**src/rtl/gpio_cfg_pkg.sv**
```systemverilog
// Shared types and constants for the GPIO pad serial configuration loader.
package gpio_cfg_pkg;

  localparam int GPIO_CFG_W = 13;
  localparam logic [GPIO_CFG_W-1:0] GPIO_CFG_DEFAULT = 13'h0402;

  typedef enum logic [2:0] {
    IDLE,
    FETCH,
    WAIT,
    SHIFT_LO,
    SHIFT_HI,
    LOAD,
    FINISH
  } gpio_ldr_state_t;

endpackage

```
**src/rtl/gpio_serial_timer.sv**
```systemverilog
// Half-period counter: flags terminal count after CLK_DIV cycles of run,
// reloading on terminal count so each serial phase starts from zero.
module gpio_serial_timer #(
  parameter int CLK_DIV = 2
) (
  input  logic clk,
  input  logic rst,
  input  logic run,
  output logic tc
);

  localparam int CW = (CLK_DIV > 1) ? $clog2(CLK_DIV) : 1;

  logic [CW-1:0] cnt;

  assign tc = run && (cnt == CW'(CLK_DIV - 1));

  always_ff @(posedge clk or posedge rst) begin
    if (rst)
      cnt <= '0;
    else if (!run || tc)
      cnt <= '0;
    else
      cnt <= cnt + 1'b1;
  end

endmodule

```
**src/rtl/gpio_serial_loader.sv**
```systemverilog
// Fetches one config word per pad and shifts the chain MSB-first, then loads it.
// Optional GPIO_SERIAL_AUTOLOAD_EN: self-start one sequence after reset release.
module gpio_serial_loader
  import gpio_cfg_pkg::*;
#(
  parameter int NUM_GPIO = 38,
  parameter int CLK_DIV  = 2,
  parameter int AW       = $clog2(NUM_GPIO)
) (
  input  logic                  wb_clk_i,
  input  logic                  wb_rst_i,
  input  logic                  start,
  output logic                  busy,
  output logic                  done,
  output logic                  cfg_rd,
  output logic [AW-1:0]         cfg_addr,
  input  logic [GPIO_CFG_W-1:0] cfg_rdata,
  output logic                  serial_clock,
  output logic                  serial_load,
  output logic                  serial_data_out
);

  gpio_ldr_state_t state, next;

  logic [AW-1:0]         p;
  logic [3:0]            b;
  logic [GPIO_CFG_W-1:0] shreg;
  logic                  kick;
  logic                  run;
  logic                  tc;

`ifdef GPIO_SERIAL_AUTOLOAD_EN
  logic auto_pend;

  always_ff @(posedge wb_clk_i or posedge wb_rst_i) begin
    if (wb_rst_i)
      auto_pend <= 1'b1;
    else
      auto_pend <= 1'b0;
  end

  assign kick = start | auto_pend;
`else
  assign kick = start;
`endif

  assign run = (state == SHIFT_LO) || (state == SHIFT_HI) || (state == LOAD);

  gpio_serial_timer #(.CLK_DIV(CLK_DIV)) u_timer (
    .clk (wb_clk_i),
    .rst (wb_rst_i),
    .run (run),
    .tc  (tc)
  );

  always_ff @(posedge wb_clk_i or posedge wb_rst_i) begin
    if (wb_rst_i)
      state <= IDLE;
    else
      state <= next;
  end

  always_ff @(posedge wb_clk_i or posedge wb_rst_i) begin
    if (wb_rst_i) begin
      p     <= '0;
      b     <= '0;
      shreg <= '0;
    end else begin
      case (state)
        IDLE:     if (kick) p <= AW'(NUM_GPIO - 1);
        WAIT: begin
          shreg <= cfg_rdata;
          b     <= 4'(GPIO_CFG_W - 1);
        end
        SHIFT_HI: if (tc) begin
          if (b != '0) begin
            shreg <= {shreg[GPIO_CFG_W-2:0], 1'b0};
            b     <= b - 1'b1;
          end else if (p != '0) begin
            p <= p - 1'b1;
          end
        end
        default: ;
      endcase
    end
  end

  // Data is only exposed in the shift states, so it can change only while the clock is low.
  always_comb begin
    next            = state;
    busy            = 1'b1;
    done            = 1'b0;
    cfg_rd          = 1'b0;
    serial_clock    = 1'b0;
    serial_load     = 1'b0;
    serial_data_out = 1'b0;
    case (state)
      IDLE: begin
        busy = 1'b0;
        if (kick) next = FETCH;
      end
      FETCH: begin
        cfg_rd = 1'b1;
        next   = WAIT;
      end
      WAIT: next = SHIFT_LO;
      SHIFT_LO: begin
        serial_data_out = shreg[GPIO_CFG_W-1];
        if (tc) next = SHIFT_HI;
      end
      SHIFT_HI: begin
        serial_clock    = 1'b1;
        serial_data_out = shreg[GPIO_CFG_W-1];
        if (tc) begin
          if (b != '0)      next = SHIFT_LO;
          else if (p != '0) next = FETCH;
          else              next = LOAD;
        end
      end
      LOAD: begin
        serial_load = 1'b1;
        if (tc) next = FINISH;
      end
      FINISH: begin
        busy = 1'b0;
        done = 1'b1;
        next = IDLE;
      end
      default: begin
        busy = 1'b0;
        next = IDLE;
      end
    endcase
  end

  assign cfg_addr = p;

endmodule

```
**config.mk**
```make
export PLATFORM = sky130hd
export DESIGN_NAME = gpio_serial_loader
export DESIGN_NICKNAME = d
export VERILOG_FILES = /design/src/rtl/gpio_cfg_pkg.sv /design/src/rtl/gpio_serial_timer.sv /design/src/rtl/gpio_serial_loader.sv
export SDC_FILE = /design/constraint.sdc
export NUM_CORES = 1
export LEC_CHECK = 0
export ABC_AREA = 1
export ABC_CLOCK_PERIOD_IN_PS = 1700
export CORE_ASPECT_RATIO = 2
export CORE_MARGIN = 2
export CORE_UTILIZATION = 52
export DETAILED_ROUTE_END_ITERATION = 8
export PLACE_DENSITY = 0.77
export SLEW_MARGIN = 20
export SYNTH_ARGS = -nofsm -noshare
export SYNTH_HDL_FRONTEND = slang
export SYNTH_SLANG_ARGS = --single-unit
```
**constraint.sdc**
```tcl
create_clock -name wb_clk_i -period 1.7 [get_ports wb_clk_i]
set_input_delay 0.255 -clock wb_clk_i [delete_from_list [all_inputs] [get_ports wb_clk_i]]
set_output_delay 0.255 -clock wb_clk_i [all_outputs]
set_load 0.01 [all_outputs]
```
==> flow_summary.yaml <==
status:
  status: "finished clean"
die:
  initial_utilization_pct: 54.2
  die_width_um: 43.4
  die_h_um: 82.8
  design.die.area_mm2: 0.00360
  core_mm2: 0.00298
  placementRows: 28
  io_pins: 28
setup_path:
  slowest_delay_ns: 0.42
  end_kind: "output pin"
  arrival_ns: 1.36
  crit_buf_inv: 3
  crit_chain: "inv_2 > nand2_4 > nor2_4 > buf_12 > dlygate4sd2_1"
  cp_top_family: "buffers and inverters"
  critPathRequiredTime_ns: 1.44
  crit_type: "register to output pin"
  critPathSlowestCell: "dfrtp_1"
  start_kind: "register"
  worstPathMaxFanout: 11
detailed_routing:
  first_pass_iters: 4
  ant_nets: 0
  avgRoutedWirePerCell_um: 11.3
  wl_um: 3190
  vias: 1457
  drc: 0
  viasPerCell: 5.17
  drtIter0Drc: 29
global_routing:
  grtUsageTotal_pct: 19.6
  grt_pass1_wl_um: 5480
  grt_overflow: 0
  grt_max_degree: 32
  grt_antenna_before_repair: 0
  grt_pass1_vias: 1341
clock_tree:
  clockBufferDepth: 2
  clk_latency_ns: 0.28
  clockRootBuffer: "clkbuf_8"
  h-tree-depth: 1
  cts_tree: "built"
  cts_sinks: 27
  ctsHoldBuffers: 0
  numCtsBuffers: 3
  path_clk_slew_ns: 0.09
timing:
  fmax_mhz: 620
  grt_setup_unrepaired: "no"
  setup_tns_ns: 0
  finalSetupViolations: 0
  slew_violations: 0
  post-route-period-util_pct: 94.9
  hold_viol: 0
  worstMarginPinSlew_ns: 0.336
  max_slew_margin_pct: 77.6
  finalCriticalPeriod_ns: 1.61
  finClkSkew_ns: 0.00407
finish:
  syn_to_final_growth_pct: 24.9
  final_cell_mix: "nand2_1, inv_1, dfrtp_1, clkdlybuf4s50_1, o21ai_0"
  n_antenna_cell: 0
  final_common_cell: "nand2_1"
  drive_gt1_share_pct: 15.9
  nets: 271
pwr:
  p_leak_nw: 1.04
  p_int_mw: 1.97
  p_comb_share_pct: 57.8
  clockPowerShare_pct: 10.4
  power_switching_share_pct: 43.8
  peakVddDrop_v: 0.00102
  power.total_mw: 3.51
  seqPwrFrac_pct: 31.9
  power.density_mw_per_mm2: 1740
  switching_power_mw: 1.54
yosys:
  ys_seq_area_share_pct: 41.8
  synth_edf_count: 0
  avgSynthCellArea_um2: 7.44
  syn_area_mm2: 0.00162
  synthFlopType: "dfrtp_1"
  yosysUniqueCellTypes: 26
  yosys_warnings: 0
  syn_inst: 217
  synth_nets: 235
  synthArstFlopShare_pct: 100
  synth_seq_cells: 27
run:
  maxCapViolations: 0
place:
  io_buffer_count: 27
  dp_hpwl_um: 2360
  gp_congestion: 0.826
hold_path:
  holdCritPathClass: "primary input to async pin"
## final timing paths
check	endpoint	slack, ns	cells after the start	from
hold / removal	shreg[5]	0.33	3	wb_rst_i
hold reg to reg	shreg[0]	0.50	2	shreg[0]
min in group wb_clk_i	shreg[0]	0.50	2	shreg[0]
setup / recovery	serial_clock	0.09	5	state[1]
max in group asynchronous	state[0]	1.09	3	wb_rst_i
setup reg to reg	shreg[8]	0.12	8	state[2]
## sequential cells by signal, summed over array words and instances, names as in the netlist
signal / count
shreg: 13
cfg_addr: 6
b: 4
state: 3
u_timer.cnt: 1
## routing by layer
metal / vias up / wire [um] / track usage [%]
met1: 673 / 1320 / 22.6
met5: - / 0 / 0
met2: 30 / 1690 / 33.5
li1: 748 / - / -
met3: 6 / 103 / 2.61
met4: 0 / 70 / 10.2
## synth_stat cells (2+ instances only)
cell | count | area [um^2]
nand3_1 | 12 | 60.1
o21ai_0 | 19 | 95.1
buf_2 | 2 | 10.0
nand3_2 | 2 | 20.0
o21ai_1 | 6 | 30.0
nor2_1 | 11 | 41.3
inv_2 | 2 | 7.51
inv_1 | 32 | 120
buf_4 | 2 | 15.0
nor3_1 | 2 | 10.0
ha_1 | 2 | 25.0
buf_6 | 4 | 45.0
a21oi_1 | 2 | 10.0
dfrtp_1 | 27 | 676
or2_2 | 2 | 12.5
o21ai_2 | 6 | 52.6
nand2_1 | 71 | 267
nand4_1 | 3 | 18.8
nor2_4 | 3 | 33.8
## power by group through the flow
| stage | Combinational, mW | Sequential, mW | Clock [mW] |
|---|---|---|---|
| finish | 2.03 | 1.12 | 0.363 |
| global route | 2.30 | 1.15 | 0.404 |
| CTS | 2.02 | 1.12 | 0.379 |
| detailed placement | 2.00 | 1.13 | 0 |
| global placement | 1.96 | 1.12 | 0 |
| floorplan | 1.46 | 1.10 | 0 |
## final cells by class
| type | instances | area [um^2] |
|---|---|---|
| flip-flops and latches | 27 | 678 |
| repair buffers | 39 | 375 |
| clock buffers | 3 | 41.3 |
| fillers | 247 | 960 |
| clock inverters | 1 | 5.00 |
| inverters | 34 | 128 |
| multi-input cells | 148 | 753 |
| well taps | 30 | 37.5 |
## timing repair
item | in CTS | in global routing
gates resized for setup | 10 | 5
pin swaps | 1 | 0
setup endpoints to repair | 6 | 2
gates cloned | 0 | 0
buffers inserted | 2 | 1
## cell families (layout without fill, tap and decap cells)
logic type | Yosys count | in the layout | share of synthesized area (%)
and+or+nand+nor | 110 | 110 | 30.6
buffers and inverters | 42 | 77 | 12.2
AOI/OAI and AO/OA | 35 | 35 | 13.2
DFF | 27 | 27 | 41.8
adders and majority gates | 2 | 2 | 1.55
xor gates and xnor gates | 1 | 1 | 0.542
## metrics by stage
| step | setup slack, ns | hold slack (ns) | std cells | util, % | cell area, um^2 |
|---|---|---|---|---|---|
| floorplan | 0.287 | 0.308 | 217 | - | 1620 |
| global placement | 0.0110 | 0.470 | 275 | 65.3 | 1950 |
| detailed placement | -0.00317 | 0.486 | 275 | 65.3 | 1950 |
| CTS | 0.0107 | 0.344 | 281 | 67.3 | 2000 |
| global route | 0.00404 | 0.365 | 282 | 67.8 | 2020 |
| finish | 0.0873 | 0.334 | 282 | 67.8 | 2020 |
## tightest hold or removal path, cell delays in order
cell	delay [ns]
clkdlybuf4s50_1	0.40
inv_1	0.05
buf_4	0.31
Power figures use the tool's default switching activity.
